===== src/rtl/readout_serializer_if.sv =====
// Beat stream from the readout serializer toward the output pins.
// Master drives data and framing flags; slave returns ready.
interface readout_serializer_if #(
  parameter int OUT_W = 8
);
  logic [OUT_W-1:0] out_data;
  logic             out_valid;
  logic             out_ready;
  logic             out_first;
  logic             out_last;

  modport master (
    output out_data,
    output out_valid,
    input  out_ready,
    output out_first,
    output out_last
  );

  modport slave (
    input  out_data,
    input  out_valid,
    output out_ready,
    input  out_first,
    input  out_last
  );
endinterface


===== src/rtl/readout_serializer.sv =====
// Snapshots the pixel shift register word and streams it LSB-first
// as OUT_W-bit beats with frame flags, frame counter and overrun flag.
module readout_serializer #(
  parameter int WIDTH = 512,
  parameter int OUT_W = 8
) (
  input  logic                clk,
  input  logic                reset,
  input  logic                capture,
  input  logic [WIDTH-1:0]    data_in,
  readout_serializer_if.master bus,
  output logic                busy,
  output logic                overrun,
  output logic [15:0]         frame_count
);

  localparam int BEATS = WIDTH / OUT_W;
  localparam int IDX_W = (BEATS > 1) ? $clog2(BEATS) : 1;
  localparam logic [IDX_W-1:0] LAST_IDX = IDX_W'(BEATS - 1);

  typedef enum logic {IDLE, SEND} state_t;

  state_t           state_q, state_d;
  logic [WIDTH-1:0] buf_q, buf_d;
  logic [IDX_W-1:0] idx_q, idx_d;
  logic [15:0]      cnt_q, cnt_d;
  logic             ovr_q, ovr_d;
  logic             accept;
  logic             at_last;

  assign accept  = (state_q == SEND) && bus.out_ready;
  assign at_last = (idx_q == LAST_IDX);

  // Buffer shifts right on each accept so the live beat is always
  // in the low OUT_W bits; idx only tracks framing.
  always_comb begin
    state_d = state_q;
    buf_d   = buf_q;
    idx_d   = idx_q;
    cnt_d   = cnt_q;
    ovr_d   = ovr_q;
    unique case (state_q)
      IDLE: begin
        if (capture) begin
          buf_d   = data_in;
          idx_d   = '0;
          state_d = SEND;
        end
      end
      SEND: begin
        if (accept && at_last) begin
          cnt_d = cnt_q + 16'd1;
          if (capture) begin
            buf_d = data_in;
            idx_d = '0;
          end else begin
            state_d = IDLE;
          end
        end else begin
          if (accept) begin
            buf_d = buf_q >> OUT_W;
            idx_d = idx_q + IDX_W'(1);
          end
          if (capture) begin
            ovr_d = 1'b1;
          end
        end
      end
      default: state_d = IDLE;
    endcase
  end

  always_ff @(posedge clk) begin
    if (reset) begin
      state_q <= IDLE;
      idx_q   <= '0;
      cnt_q   <= '0;
      ovr_q   <= 1'b0;
    end else begin
      state_q <= state_d;
      idx_q   <= idx_d;
      cnt_q   <= cnt_d;
      ovr_q   <= ovr_d;
    end
  end

  always_ff @(posedge clk) begin
    buf_q <= buf_d;
  end

  assign busy          = (state_q == SEND);
  assign overrun       = ovr_q;
  assign frame_count   = cnt_q;
  assign bus.out_valid = busy;
  assign bus.out_data  = busy ? buf_q[OUT_W-1:0] : '0;
  assign bus.out_first = busy && (idx_q == '0);
  assign bus.out_last  = busy && at_last;

endmodule


===== src/flat_wrapper.sv =====
// flat-port wrapper written by rule: the top's interface ports become plain ports
module readout_serializer_flat 
#(
  parameter int WIDTH = 512,
  parameter int OUT_W = 8
)
  (clk, reset, capture, data_in, busy, overrun, frame_count, bus_out_data, bus_out_valid, bus_out_ready, bus_out_first, bus_out_last);
  readout_serializer_if #(.OUT_W(OUT_W)) bus_i ();
  input  logic clk;
  input  logic reset;
  input  logic capture;
  input  logic [WIDTH-1:0] data_in;
  output logic busy;
  output logic overrun;
  output logic [15:0] frame_count;
  output wire logic [$bits(bus_i.out_data)-1:0] bus_out_data;
  output wire logic [$bits(bus_i.out_valid)-1:0] bus_out_valid;
  input wire logic [$bits(bus_i.out_ready)-1:0] bus_out_ready;
  output wire logic [$bits(bus_i.out_first)-1:0] bus_out_first;
  output wire logic [$bits(bus_i.out_last)-1:0] bus_out_last;
  assign bus_out_data = bus_i.out_data;
  assign bus_out_valid = bus_i.out_valid;
  assign bus_i.out_ready = bus_out_ready;
  assign bus_out_first = bus_i.out_first;
  assign bus_out_last = bus_i.out_last;
  readout_serializer #(.WIDTH(WIDTH), .OUT_W(OUT_W)) u_core (.clk(clk), .reset(reset), .capture(capture), .data_in(data_in), .bus(bus_i), .busy(busy), .overrun(overrun), .frame_count(frame_count));
endmodule

===== config.mk =====
export PLATFORM = sky130hd
export DESIGN_NAME = readout_serializer_flat
export DESIGN_NICKNAME = d
export VERILOG_FILES = /design/src/rtl/readout_serializer_if.sv /design/src/rtl/readout_serializer.sv /design/src/flat_wrapper.sv
export SDC_FILE = /design/constraint.sdc
export NUM_CORES = 1
export LEC_CHECK = 0
export ABC_AREA = 0
export CORE_AREA = 10 10 271 273
export CTS_BUF_LIST = sky130_fd_sc_hd__clkbuf_16
export CTS_CLUSTER_SIZE = 16
export DETAILED_ROUTE_END_ITERATION = 7
export DIE_AREA = 0 0 281 283
export SYNTH_ARGS = -nofsm -noshare
export SYNTH_HDL_FRONTEND = slang
export SYNTH_SLANG_ARGS = --single-unit

===== constraint.sdc =====
create_clock -name clk -period 26.9 [get_ports clk]
set_input_delay 5.38 -clock clk [delete_from_list [all_inputs] [get_ports clk]]
set_output_delay 5.38 -clock clk [all_outputs]
set_load 0.05 [all_outputs]

==> flow_summary.json <==
{
  "status": "complete, no violations",
  "critical_path_class": "input pin to flip-flop",
  "synth_top_cells_by_area": "edfxtp_1 (57%), mux2i_1 (19%), o21ai_0 (9.5%)",
  "synth_top_area_frac": 0.571,
  "cp.required_ns": 27.22,
  "layout_common_cells": "clkdlybuf4s50_1 (543), mux2i_1 (514), nand2_1 (514)",
  "gp_congestion": 0.840,
  "synth_area_sq_um": 26900,
  "synth.distinct_cells": 36,
  "core_sq_um": 68100,
  "die_h_um": 283,
  "synth_nets": 2886,
  "drc": 0,
  "power_density_nw_per_um2": 65.5,
  "dp.cells": 3631,
  "ys_ff_latch": 536,
  "cts_resized": 0,
  "slowest_stage": "buf_4",
  "grt-ovfl-total": 0,
  "hold_violations": 0,
  "cp_common_cell": "buf_4",
  "grt_pass1_vias": 19500,
  "r2r_start": "u_core.idx_q[1]",
  "fin_nets": 3330,
  "yosysSeqAreaShare": 0.589,
  "drtPass1Iterations": 5,
  "period_minus_slack_ns": 8.99,
  "fin_worst_skew_ns": 0.0179,
  "fmax_mhz": 111,
  "die_width_um": 281,
  "start_util": 0.395,
  "num_rows": 96,
  "synth_edf_count": 512,
  "min_path_type": "flip-flop to flip-flop",
  "root_buffer": "clkbuf_16",
  "hpwl_um": 54500,
  "path_clk_slew_ns": 0.06,
  "tightest_slew_ns": 1.19,
  "cp_num_buf_inv": 4,
  "final.hold.worst_slack_ns": 0.473,
  "r2r_end": "u_core.buf_q[288]",
  "synthArstFlopShare": 0,
  "cts_tree": "done",
  "min_path_cells": 2,
  "min_to": "u_core.overrun",
  "start_kind": "input pin",
  "ir_worst_vdd_v": 0.0000509,
  "io-pin-count": 545,
  "path_cells": "buf_8 > buf_12 > buf_4 > buf_4 > mux2i_1 > o21ai_0",
  "hold_buffers": 0,
  "yosys.area.top_type": "edfxtp_1",
  "cp_max_fo": 139,
  "finalSetupViolations": 0,
  "regToRegSetupSlack_ns": 22.44,
  "grt_usage": 0.186,
  "synth_cells": 2367,
  "final_common_cell": "clkdlybuf4s50_1",
  "maxSlewViolCount": 0,
  "cts_setup_buffers": 0,
  "max_stage_delay_ns": 0.96,
  "wire_per_inst_um": 20.9,
  "antenna_found_initial": 31,
  "p_leak_uw": 0.0134,
  "postRouteAntennaNets": 0,
  "area_growth_pct": 29.5,
  "worst_slack_ns": 17.91,
  "drt_iter0_markers": 1805,
  "cts_sinks": 536,
  "drive_gt1_frac": 0.0381,
  "clk_path_buf_depth": 3,
  "cp_top_family": "buffers and inverters",
  "slew_headroom": 0.206,
  "cts-htree-levels": 2,
  "via_count": 19500,
  "cp-end-kind": "flip-flop",
  "portBuffers": 544,
  "avgSynthCellArea_sq_um": 11.4,
  "final_cells": 3751,
  "cap_violations": 0,
  "cts_buffers": 60,
  "period_share": 0.334,
  "routed_via_density": 5.19,
  "r2r.worst_path.cells": 7,
  "detailedPlace.worstSlack_ns": 17.28,
  "rsz0062_at_grt": "no",
  "routed_wirelength_um": 78300,
  "arrival_ns": 9.31,
  "clk_latency_ns": 0.61,
  "finalSetupTns_ns": 0,
  "ys.flop_type": "edfxtp_1",
  "hold_start": "u_core.overrun",
  "grt_max_degree": 301,
  "dieArea_sq_um": 79500,
  "total_power_uw": 2280,
  "grt_pass1_wl_um": 117000,
  "yosysWarnings": 0
}
-- routing by layer --
metal,up-vias,part of all wire,track usage
li1,9561,-,-
met1,9231,0.42,0.235
met2,512,0.48,0.307
met3,125,0.075,0.0572
met4,40,0.018,0.0468
met5,-,0.0029,0
-- registers in the layout, summed over array words and instances, names as in the netlist --
signal / count
u_core.idx_q: 6
u_core.overrun: 1
u_core.buf_q: 512
u_core.frame_count: 16
u_core.bus.out_valid: 1
-- where the power goes --
group | total (uW) | internal (uW) | leakage [uW] | switching (uW)
Sequential | 1160 | 1080 | 0.00564 | 74.6
Combinational | 312 | 159 | 0.00683 | 153
Clock | 814 | 474 | 0.000976 | 339
-- cell families after synthesis --
kind of cell / share of synthesized area
compound gates: 0.102
mux: 0.191
xor+xnor: 0.000651
simple gates: 0.0865
fa+ha+maj: 0.00139
flops: 0.589
buf+inv: 0.0291
-- worst max path at each step --
stage                  start                 to  slack, ns  cells after the start
6_report             capture  u_core.buf_q[258]      17.91                      6
5_1_grt        bus_out_ready  u_core.buf_q[356]      17.61                      5
4_1_cts        bus_out_ready  u_core.buf_q[322]      17.91                      5
3_5_place_dp   bus_out_ready  u_core.buf_q[332]      17.28                      5
3_3_place_gp   bus_out_ready  u_core.buf_q[324]      17.34                      5
2_1_floorplan  bus_out_ready    u_core.buf_q[0]       8.35                      1
-- synth_stat cells (2+ instances only) --
cell and number:
or4_1 12, and3_1 3, a21oi_1 17, mux2i_1 514, buf_2 65, nand3_1 10
edfxtp_1 512, o31ai_1 11, o21ai_0 509, nor3_1 3, inv_1 6, or3_2 2
clkbuf_1 112, dfxtp_1 24, nand2_1 514, nor4_1 2, ha_1 3, or3_1 2
a31oi_1 3, nor2_1 18, nand4_1 2, and2_1 9
-- per-stage QoR --
step / instance area (sq um) / utilization
detailed placement: 32900 / 0.483
floorplan: 26900 / -
global route: 34900 / 0.512
CTS: 34800 / 0.512
finish: 34900 / 0.512
global placement: 32900 / 0.483
-- worst min-delay path, stage by stage (launching register included) --
cell and delay (ns):
dfxtp_1 0.33, a21oi_1 0.04, nor2_1 0.07
-- area by class of cell --
class / count / area (sq um)
sequential: 536 / 15900
clock buffer: 61 / 1530
inverter: 7 / 26.3
fill: 6058 / 33200
antenna: 11 / 27.5
tap: 882 / 1100
multi-input combinational: 1645 / 10300
timing repair buffer: 561 / 5630
clock inverter: 48 / 390
No activity file was read; power rests on OpenSTA's default activity.
